===== src/rtl/ps2_pkg.sv =====
// Shared definitions for the PS/2 keyboard register file: register offsets,
// register-select decode and bit positions inside CTRL, STAT and FLAG.
package ps2_pkg;

    localparam logic [3:0] OFF_CTRL = 4'h0;
    localparam logic [3:0] OFF_STAT = 4'h4;
    localparam logic [3:0] OFF_DATA = 4'h8;
    localparam logic [3:0] OFF_FLAG = 4'hC;

    typedef enum logic [1:0] {
        REG_CTRL = OFF_CTRL[3:2],
        REG_STAT = OFF_STAT[3:2],
        REG_DATA = OFF_DATA[3:2],
        REG_FLAG = OFF_FLAG[3:2]
    } reg_sel_e;

    localparam int CTRL_IE    = 0;
    localparam int CTRL_FLUSH = 1;

    localparam int STAT_PEND  = 0;
    localparam int STAT_OVF   = 1;
    localparam int STAT_FULL  = 2;
    localparam int STAT_EMPTY = 3;
    localparam int STAT_COUNT = 8;

    localparam int FLAG_CAPS  = 0;

endpackage


===== src/rtl/ps2_rx_fifo.sv =====
// Receive FIFO for scan codes with push/pop/flush; a push into a full FIFO is
// accepted only when a pop happens in the same cycle, otherwise it is dropped.
module ps2_rx_fifo #(
    parameter int DEPTH  = 8,
    parameter int DATA_W = 8,
    parameter int CW     = $clog2(DEPTH + 1)
) (
    input  logic              clk,
    input  logic              rst_n,
    input  logic              push,
    input  logic [DATA_W-1:0] din,
    input  logic              pop,
    input  logic              flush,
    output logic [DATA_W-1:0] head,
    output logic [CW-1:0]     count,
    output logic              full,
    output logic              empty,
    output logic              push_acc,
    output logic              push_drop
);

    localparam int PW = $clog2(DEPTH);

    logic [DATA_W-1:0] mem_q [DEPTH];
    logic [PW-1:0]     wr_ptr_q, wr_ptr_d;
    logic [PW-1:0]     rd_ptr_q, rd_ptr_d;
    logic [CW-1:0]     count_q, count_d;
    logic              full_s, empty_s, pop_s, acc_s, drop_s;

    // Occupancy flags, push/pop qualification and next pointer/count values.
    always_comb begin
        full_s   = (count_q == CW'(DEPTH));
        empty_s  = (count_q == {CW{1'b0}});
        pop_s    = pop & ~empty_s & ~flush;
        acc_s    = push & ~flush & (~full_s | pop_s);
        drop_s   = push & ~flush & full_s & ~pop_s;
        wr_ptr_d = wr_ptr_q;
        rd_ptr_d = rd_ptr_q;
        count_d  = count_q;
        if (flush) begin
            wr_ptr_d = {PW{1'b0}};
            rd_ptr_d = {PW{1'b0}};
            count_d  = {CW{1'b0}};
        end else begin
            if (acc_s) begin
                wr_ptr_d = wr_ptr_q + PW'(1);
            end else begin
                wr_ptr_d = wr_ptr_q;
            end
            if (pop_s) begin
                rd_ptr_d = rd_ptr_q + PW'(1);
            end else begin
                rd_ptr_d = rd_ptr_q;
            end
            case ({acc_s, pop_s})
                2'b10:   count_d = count_q + CW'(1);
                2'b01:   count_d = count_q - CW'(1);
                default: count_d = count_q;
            endcase
        end
    end

    // Pointer and occupancy state.
    always_ff @(posedge clk or negedge rst_n) begin
        if (!rst_n) begin
            wr_ptr_q <= {PW{1'b0}};
            rd_ptr_q <= {PW{1'b0}};
            count_q  <= {CW{1'b0}};
        end else begin
            wr_ptr_q <= wr_ptr_d;
            rd_ptr_q <= rd_ptr_d;
            count_q  <= count_d;
        end
    end

    // Entry storage, written at the tail on every accepted push.
    always_ff @(posedge clk or negedge rst_n) begin
        if (!rst_n) begin
            mem_q <= '{default: {DATA_W{1'b0}}};
        end else if (acc_s) begin
            mem_q[wr_ptr_q] <= din;
        end else begin
            mem_q <= mem_q;
        end
    end

    assign head      = mem_q[rd_ptr_q];
    assign count     = count_q;
    assign full      = full_s;
    assign empty     = empty_s;
    assign push_acc  = acc_s;
    assign push_drop = drop_s;

endmodule


===== src/rtl/ps2_fifo_rf.sv =====
// Memory-mapped PS/2 keyboard register file: CTRL/STAT/DATA/FLAG registers in
// front of a scan-code receive FIFO, with a level interrupt request.
module ps2_fifo_rf
    import ps2_pkg::*;
#(
    parameter int DEPTH  = 8,
    parameter int DATA_W = 8,
    parameter int CW     = $clog2(DEPTH + 1)
) (
    input  logic              clk,
    input  logic              rst_n,
    input  logic              we,
    input  logic              re,
    input  logic [3:0]        addr,
    input  logic [31:0]       wd,
    output logic [31:0]       rd,
    input  logic              byte_vld,
    input  logic [DATA_W-1:0] ps2_byte,
    input  logic              caps_flg,
    output logic              intr,
    output logic              caps
);

    reg_sel_e          sel_s;
    logic              ie_q, ie_d, pend_q, pend_d, ovf_q, ovf_d;
    logic              intr_q, intr_d, caps_q, caps_d;
    logic              flush_s, pop_s, stat_wr_s;
    logic [DATA_W-1:0] head_s;
    logic [CW-1:0]     count_s;
    logic              full_s, empty_s, push_acc_s, push_drop_s;
    logic              unused_s;

    assign sel_s     = reg_sel_e'(addr[3:2]);
    assign flush_s   = we & (sel_s == REG_CTRL) & wd[CTRL_FLUSH];
    assign stat_wr_s = we & (sel_s == REG_STAT);
    assign pop_s     = re & (sel_s == REG_DATA);
    assign unused_s  = ^{wd[31:2], addr[1:0]};

    ps2_rx_fifo #(.DEPTH(DEPTH), .DATA_W(DATA_W), .CW(CW)) u_fifo (
        .clk       (clk),
        .rst_n     (rst_n),
        .push      (byte_vld),
        .din       (ps2_byte),
        .pop       (pop_s),
        .flush     (flush_s),
        .head      (head_s),
        .count     (count_s),
        .full      (full_s),
        .empty     (empty_s),
        .push_acc  (push_acc_s),
        .push_drop (push_drop_s)
    );

    // Next register values; a set from the FIFO overrides a same-cycle W1C.
    always_comb begin
        if (we && (sel_s == REG_CTRL)) begin
            ie_d = wd[CTRL_IE];
        end else begin
            ie_d = ie_q;
        end
        pend_d = push_acc_s  | (pend_q & ~(stat_wr_s & wd[STAT_PEND]));
        ovf_d  = push_drop_s | (ovf_q  & ~(stat_wr_s & wd[STAT_OVF]));
        intr_d = ie_d & (pend_d | ovf_d);
        caps_d = caps_flg;
    end

    // Control/status flags and registered outputs.
    always_ff @(posedge clk or negedge rst_n) begin
        if (!rst_n) begin
            ie_q   <= 1'b0;
            pend_q <= 1'b0;
            ovf_q  <= 1'b0;
            intr_q <= 1'b0;
            caps_q <= 1'b0;
        end else begin
            ie_q   <= ie_d;
            pend_q <= pend_d;
            ovf_q  <= ovf_d;
            intr_q <= intr_d;
            caps_q <= caps_d;
        end
    end

    // Read-data mux, decoded from addr alone.
    always_comb begin
        rd = 32'd0;
        case (sel_s)
            REG_CTRL: rd[CTRL_IE] = ie_q;
            REG_STAT: begin
                rd[STAT_PEND]          = pend_q;
                rd[STAT_OVF]           = ovf_q;
                rd[STAT_FULL]          = full_s;
                rd[STAT_EMPTY]         = empty_s;
                rd[STAT_COUNT +: CW]   = count_s;
            end
            REG_DATA: begin
                if (empty_s) begin
                    rd = 32'd0;
                end else begin
                    rd[DATA_W-1:0] = head_s;
                end
            end
            REG_FLAG: rd[FLAG_CAPS] = caps_q;
            default:  rd = 32'd0;
        endcase
    end

    assign intr = intr_q;
    assign caps = caps_q;

endmodule

===== config.mk =====
export PLATFORM = sky130hd
export DESIGN_NAME = ps2_fifo_rf
export DESIGN_NICKNAME = d
export VERILOG_FILES = /design/src/rtl/ps2_pkg.sv /design/src/rtl/ps2_rx_fifo.sv /design/src/rtl/ps2_fifo_rf.sv
export SDC_FILE = /design/constraint.sdc
export NUM_CORES = 1
export LEC_CHECK = 0
export CELL_PAD_IN_SITES_DETAIL_PLACEMENT = 1
export CELL_PAD_IN_SITES_GLOBAL_PLACEMENT = 1
export CORE_UTILIZATION = 38
export DETAILED_ROUTE_END_ITERATION = 8
export GPL_ROUTABILITY_DRIVEN = 0
export PLACE_DENSITY = 0.86
export SETUP_SLACK_MARGIN = 0.3
export SYNTH_ARGS = -nofsm -noshare
export SYNTH_HDL_FRONTEND = slang
export SYNTH_HIERARCHICAL = 1
export SYNTH_SLANG_ARGS = --single-unit

===== constraint.sdc =====
create_clock -name clk -period 2.2 [get_ports clk]
set_input_delay 0.44 -clock clk [delete_from_list [all_inputs] [get_ports clk]]
set_output_delay 0.44 -clock clk [all_outputs]
set_load 0.005 [all_outputs]

# Yosys cells after proc, flatten, opt, wreduce, memory -nomap -nowiden
# Index checks and enable logic that the tools add are counted.
[op_classes] n_reduce_logical=7 n_mux=18 n_eq_ne=6 n_addsub=4 n_bitwise=27 n_mul=0 magnitude_cmp=3 shifts=0 div=0
[ops] op="$bwmux 64" count=1
[ops] op="$mux 8" count=4
[ops] op="$bmux 8 s3" count=1
[ops] op="$demux 8 s3" count=1
[ops] op="$and 1x1->1" count=15
[ops] op="$mux 3" count=4
[ops] op="$mux 4" count=3
[ops] op="$ge 4x4->1 const B" count=2
[ops] op="$not 3->4" count=2
[ops] op="$pmux 4 s2" count=1
[ops] op="$add 3x1->3 const B" count=2
[ops] op="$eq 2x2->1 const B" count=3
[ops] op="$not 1->1" count=6
[ops] op="$pmux 3 s2" count=1
[ops] op="$add 4x1->4 const B" count=1
[ops] op="$eq 2x1->1 const B" count=2
[ops] op="$eq 4x4->1 const B" count=1
[ops] op="$logic_not 4->1" count=1
[ops] op="$lt 4x1->1 const B" count=1
[ops] op="$or 1x1->1" count=4
[ops] op="$pmux 1 s4" count=1
[ops] op="$reduce_bool 2->1" count=2
[ops] op="$sub 4x1->4 const B" count=1
[ops] op="$reduce_bool 3->1" count=1
[ops] op="3 further kinds" count=4
[word_totals] mem_count=0 output_inout_bits=34 ramBits=0 latchBits=0 rom_bits=0 in_bits=50 reg_bits=79

# Logic depth before layout (Yosys ltp)
[depth] word_depth=10 depth_mapped=11 depth_no_buf=10

# Cells and area by module
# Netlist, hierarchy kept.
[by_module_without_submodules] mod="ps2_rx_fifo" cells_per_inst=246 instances=1 area_each_um2=3614.7
[by_module_without_submodules] mod="ps2_fifo_rf" cells_per_inst=62 instances=1 area_each_um2=551.8

# Least setup slack after synthesis
# No wires, ideal clock.
[synth_timing] path_kind="input -> register" from="input addr[2]" to="register u_fifo.count_q[3], in the netlist u_fifo/count[3]" n_path_buf=1 setup_ps=69 arrival_ps=2543 path_slack_ps=-412 cell_stages=11 t_required_ps=2131 cell_sequence="inv_1 -> ha_1 -> and2_1 -> clkbuf_1 -> o21ai_0 -> nor3_1 -> ha_1 -> a21oi_1 -> nand2_1 -> o41a_1 -> nand3_1"
[synth_lines] element="from (decl)" line="ps2_fifo_rf.sv:14" rtl="input logic [3:0] addr,"
[synth_lines] element="$eq 2x2->1 *" line="ps2_fifo_rf.sv:36" rtl="assign pop_s = re & (sel_s == REG_DATA);"
[synth_lines] element="$and 1x1->1 *" line="ps2_fifo_rf.sv:36"
[synth_lines] element="via pop_s" line="ps2_fifo_rf.sv:27" rtl="logic flush_s, pop_s, stat_wr_s;"
[synth_lines] element="$and 1x1->1 * (2 in series)" line="ps2_rx_fifo.sv:34" rtl="pop_s = pop & ~empty_s & ~flush;"
[synth_lines] element="$or 1x1->1" line="ps2_rx_fifo.sv:35" rtl="acc_s = push & ~flush & (~full_s | pop_s);"
[synth_lines] element="$and 1x1->1" line="ps2_rx_fifo.sv:35"
[synth_lines] element="$eq 2x1->1 / $eq 2x2->1 (equally long branches)" line="ps2_rx_fifo.sv:55" rtl="case ({acc_s, pop_s})"
[synth_lines] element="$pmux 4 s2" line="ps2_rx_fifo.sv:55"
[synth_lines] element="$mux 4" line="ps2_rx_fifo.sv:40" rtl="if (flush) begin"
[synth_lines] element="to (signal assigned)" line="ps2_rx_fifo.sv:68" rtl="count_q <= {CW{1'b0}};"
[synth_lines] element="to (signal assigned)" line="ps2_rx_fifo.sv:72" rtl="count_q <= count_d;"
[synth_lines] element="to (decl)" line="ps2_rx_fifo.sv:27" rtl="logic [CW-1:0] count_q, count_d;"
# The timed path passes the listed nets; every way through them passes the cells marked *.
# A chain may end at the register's enable or synchronous reset.

# Worst setup path in the final report
[layout_timing] from="register u_fifo.rd_ptr_q[0]" to="output rd[0]"
[layout_between] elab_chain_len=6
[layout_rtl] element="from (decl)" line="ps2_rx_fifo.sv:26" rtl="logic [PW-1:0] rd_ptr_q, rd_ptr_d;"
[layout_rtl] element="from (signal assigned)" line="ps2_rx_fifo.sv:67" rtl="rd_ptr_q <= {PW{1'b0}};"
[layout_rtl] element="from (signal assigned)" line="ps2_rx_fifo.sv:71" rtl="rd_ptr_q <= rd_ptr_d;"
[layout_rtl] element="$not 3->4 (not written as such)" line="ps2_rx_fifo.sv:87" rtl="assign head = mem_q[rd_ptr_q];"
[layout_rtl] element="$bmux 8 s3" line="ps2_rx_fifo.sv:87"
[layout_rtl] element="$mux 8 (not written as such) (2 in series)" line="ps2_rx_fifo.sv:87"
[layout_rtl] element="via head_s[0]" line="ps2_fifo_rf.sv:28" rtl="logic [DATA_W-1:0] head_s;"
[layout_rtl] element="$mux 8" line="ps2_fifo_rf.sv:97" rtl="if (empty_s) begin"
[layout_rtl] element="$pmux 1 s4" line="ps2_fifo_rf.sv:87" rtl="case (sel_s)"
[layout_rtl] element="to (decl)" line="ps2_fifo_rf.sv:16" rtl="output logic [31:0] rd,"
# The timed path passes the listed nets, and every way through them passes these cells. The select of a mux whose other input is x is not followed.

==> impl_summary.txt <==
----------------------------------------------------
[Hold path]
  Class of the worst hold path ... in -> async

[Floorplan]
  Row cnt ... 37
  Initial core utilization ... 0.398
  Die H ... 107 um
  Ports placed on the boundary ... 84
  Core box area ... 10500 um2
  Die Outline Area ... 11400 um2
  Die width ... 107 um

[Pwr]
  Share of total power in combinational logic ... 0.507
  Internal power ... 5570 uW
  Switch share ... 0.318
  Pwr dens ... 1400 nW/um2
  Maximum vdd drop ... 659 uV
  Switching power summed over all nets ... 2600 uW
  Sequential power share ... 0.328
  Leakage power summed over all cells ... 0.00280 uW
  Relative contribution of the clock network to total power ... 0.164

[Routing]
  Total number of vias ... 2813
  Final WL ... 11.8 mm
  Per-cell via count in the routed design ... 5.26
  Post-detailed-route wirelength per cell ... 22.1 um
  Drc violations ... 0
  Antenna viol nets, final ... 0
  Initial DRC count ... 97
  Length of the first detailed-routing pass in iterations ... 4

[STA]
  Min setup slack post-route ... -0.374 ns
  Pins Over Slew Limit ... 0
  Headroom to the max-slew limit ... 0.660
  Fmax ... 389 MHz
  RSZ-0062 raised after global routing ... true
  Worst Max-Slew Pin Slew ... 0.510 ns
  Final clock skew ... 0.00716 ns
  Final setup violation count ... 24
  Minimum clock period ... 2.57 ns
  Final hold violation count ... 0
  Ratio of final minimum period to clock period ... 1.17

[Global routing]
  Overall global routing resource usage ... 0.222
  Fraction of met1 tracks used by global routing ... 0.273
  Congestion Overflow GR ... 0
  Number of global-route vias before repair ... 3222
  Met2 usage ... 0.394
  Met3 usage in global routing ... 0.0444
  Pin count of the biggest net entering global routing ... 43
  Number of antenna violations at the first check in global routing ... 0
  Wire length of the first global-routing pass ... 18.6 mm
  Most heavily used metal layer in global routing ... met2

[Yosys]
  Total of flip-flops plus latches after synthesis ... 79
  Post-synthesis cell type count ... 49
  Main synth FF type ... sky130_fd_sc_hd__dfrtp_1
  Number of synthesized flops with an enable pin ... 0
  Share of the yosys chip area belonging to registers ... 0.474
  Cells after synthesis ... 308
  Number of synthesis warnings ... 6
  Async set or reset register ratio after synthesis ... 1.00
  Average instance area after synthesis ... 13.5 um2
  Mapped cell area ... 4170 um2

[Critical path]
  CP Class ... reg -> out
  Crit end category ... output pin
  Critical Path Start Type ... register
  Setup slack, reg-to-reg ... -0.10 ns
  End of the worst register-to-register path ... u_fifo/mem_q[23]
  Required arrival time at the worst endpoint ... 1.76 ns
  Crit path max fanout ... 3
  Endpoint arrival time on the critical path ... 2.13 ns
  Register-to-Register Path Depth ... 7
  Reg2reg start ... u_fifo/count[2]

[Placement]
  HPWL Detailed ... 6.84 mm
  Port buffer count ... 31
  Placed insts ... 499

[Layout]
  Antenna diode count ... 0
  Total Nets Final ... 455
  Area overhead of the layout relative to synthesis ... 40.5%
  Util after Layout ... 0.559
  Final Instance Count excl. Fillers ... 535
  Ratio of cells with drive above 1 in the final layout ... 0.566

[Clock tree]
  Cell at the root of the clock tree ... sky130_fd_sc_hd__clkbuf_8
  Hold Buf Count CTS ... 0
  CTS clock-pin slew for the worst setup and hold paths ... 0.08 ns
  H-tree depth ... 3
  TritonCTS clock tree ... done
  Largest buffer count on any clock path ... 2
  Number of buffers added by the clock tree synthesis step ... 9
  Clock net sink count ... 79
  Clock network latency to the later pin of the worst-skew pair ... 0.36 ns

[Run]
  Number of maximum-capacitance violations ... 0

[Run status]
  Run status ... finished, violations left
  Violations in the final reports ... negative setup slack

----------------------------------------------------
[per-layer routing]
layer	wire length, um	vias to the layer above
met2	6350	76
li1	-	1238
met1	4880	1475
met4	240	0
met3	379	24
met5	0	-
[final cells by class]
class,count,area (um2)
multi-input cells,206,2490
inverters,6,45.0
flip-flops and latches,79,1980
clock buffers,10,138
fillers,1038,4610
repair buffers,93,925
clock inverters,5,106
well taps,136,170
[worst max path at each step]
stage                      end  cells after the start          startpoint
6_report                 rd[0]                      7  u_fifo/rd_ptr_q[0]
3_3_place_gp             rd[2]                      7             addr[3]
3_5_place_dp             rd[3]                      7             addr[3]
5_1_grt                  rd[0]                      7  u_fifo/rd_ptr_q[0]
4_1_cts                  rd[1]                      7  u_fifo/rd_ptr_q[0]
2_1_floorplan  u_fifo/count[3]                     11             addr[3]
[power by group through the flow]
stage | Clock, uW | Combinational [uW] | Sequential, uW
final | 1340 | 4150 | 2680
after global routing | 1420 | 4400 | 2760
after CTS | 1360 | 3960 | 2640
after detailed placement | 0 | 3030 | 2610
after global placement | 0 | 2900 | 2540
after floorplan | 0 | 2230 | 2420
[stage by stage]
step | hold WS (ns) | power (uW) | setup TNS, ns | setup WS, ns | area (um2)
2_1_floorplan | 0.144 | 4650 | 0 | 0.0162 | 4430
3_3_place_gp | 0.429 | 5430 | -37.80 | -0.608 | 4990
3_5_place_dp | 0.445 | 5650 | -41.23 | -0.661 | 4990
4_1_cts | 0.0496 | 7960 | -3.90 | -0.394 | 5780
5_1_grt | 0.0690 | 8580 | -5.02 | -0.462 | 5850
6_report | 0.0453 | 8170 | -3.93 | -0.374 | 5850
[layout by cell type (no fill, tap or decap), types with 3 or more instances in the layout]
| cell type | n |
|---|---|
| sky130_fd_sc_hd__a22oi_2 | 3 |
| sky130_fd_sc_hd__and2_2 | 5 |
| sky130_fd_sc_hd__and2_4 | 4 |
| sky130_fd_sc_hd__buf_12 | 7 |
| sky130_fd_sc_hd__buf_2 | 6 |
| sky130_fd_sc_hd__buf_4 | 29 |
| sky130_fd_sc_hd__buf_6 | 30 |
| sky130_fd_sc_hd__bufinv_16 | 3 |
| sky130_fd_sc_hd__clkbuf_2 | 3 |
| sky130_fd_sc_hd__clkbuf_8 | 10 |
| sky130_fd_sc_hd__clkdlybuf4s50_1 | 16 |
| sky130_fd_sc_hd__conb_1 | 20 |
| sky130_fd_sc_hd__dfrtp_1 | 78 |
| sky130_fd_sc_hd__ha_1 | 5 |
| sky130_fd_sc_hd__ha_4 | 4 |
| sky130_fd_sc_hd__inv_1 | 3 |
| sky130_fd_sc_hd__mux2_4 | 73 |
| sky130_fd_sc_hd__mux2i_1 | 4 |
| sky130_fd_sc_hd__mux4_2 | 16 |
| sky130_fd_sc_hd__nand3_1 | 3 |
| sky130_fd_sc_hd__nor2_1 | 14 |
| sky130_fd_sc_hd__nor2b_1 | 5 |
| sky130_fd_sc_hd__o211ai_1 | 4 |
| sky130_fd_sc_hd__xor2_1 | 4 |
[flip-flops by register name, indices dropped and copies added, names as in the netlist]
name	count
caps	1
u_fifo/rd_ptr_q	3
ovf_q	1
u_fifo/mem_q	64
u_fifo/wr_ptr_q	3
u_fifo/count	4
intr	1
ie_q	1
pend_q	1
[what timing repair did]
item                                    CTS  global route
endpoints found under the setup margin   85            84
pin swaps                                17            14
cloned                                    0             0
setup buffers                            17             4
resized for setup                       164            15
[synthesized netlist by cell type, types with 2 or more instances]
| master | count | area (um2) |
|---|---|---|
| sky130_fd_sc_hd__dfrtp_1 | 79 | 1980 |
| sky130_fd_sc_hd__mux2_2 | 72 | 811 |
| sky130_fd_sc_hd__buf_4 | 23 | 173 |
| sky130_fd_sc_hd__mux4_2 | 16 | 360 |
| sky130_fd_sc_hd__nor2_1 | 14 | 52.6 |
| sky130_fd_sc_hd__ha_1 | 9 | 113 |
| sky130_fd_sc_hd__clkbuf_1 | 6 | 22.5 |
| sky130_fd_sc_hd__and2_1 | 5 | 31.3 |
| sky130_fd_sc_hd__inv_1 | 5 | 18.8 |
| sky130_fd_sc_hd__nor2b_1 | 5 | 31.3 |
| sky130_fd_sc_hd__and2_2 | 4 | 30.0 |
| sky130_fd_sc_hd__mux2i_1 | 4 | 40.0 |
| sky130_fd_sc_hd__nand3_1 | 4 | 20.0 |
| sky130_fd_sc_hd__nor3_1 | 4 | 20.0 |
| sky130_fd_sc_hd__o211ai_1 | 4 | 30.0 |
| sky130_fd_sc_hd__xor2_1 | 4 | 35.0 |
| sky130_fd_sc_hd__a21oi_1 | 3 | 15.0 |
| sky130_fd_sc_hd__a22oi_1 | 3 | 22.5 |
| sky130_fd_sc_hd__buf_1 | 3 | 11.3 |
| sky130_fd_sc_hd__buf_2 | 3 | 15.0 |
| sky130_fd_sc_hd__xnor2_1 | 3 | 26.3 |
| sky130_fd_sc_hd__a211oi_1 | 2 | 15.0 |
| sky130_fd_sc_hd__a21o_1 | 2 | 15.0 |
| sky130_fd_sc_hd__nand2_1 | 2 | 7.51 |
| sky130_fd_sc_hd__nand3_2 | 2 | 20.0 |
| sky130_fd_sc_hd__nand3b_2 | 2 | 22.5 |
| sky130_fd_sc_hd__o21ai_0 | 2 | 10.0 |
| sky130_fd_sc_hd__or3b_1 | 2 | 17.5 |
[critical path: stages, from the launching register on]
cell,delay (ns)
sky130_fd_sc_hd__dfrtp_2,0.42
sky130_fd_sc_hd__buf_6,0.13
sky130_fd_sc_hd__buf_6,0.10
sky130_fd_sc_hd__mux4_2,0.52
sky130_fd_sc_hd__mux2_4,0.30
sky130_fd_sc_hd__a21oi_2,0.12
sky130_fd_sc_hd__a21oi_1,0.05
sky130_fd_sc_hd__buf_2,0.13
[cells by family after synthesis]
kind of cell	Yosys count	synth area share
xor+xnor	7	0.0147
compound gates	23	0.0435
other cells	1	0.000900
mux	93	0.294
simple gates	53	0.0790
flops	79	0.474
fa+ha+maj	10	0.0318
buf+inv	42	0.0613
Power figures use the tool's default switching activity.
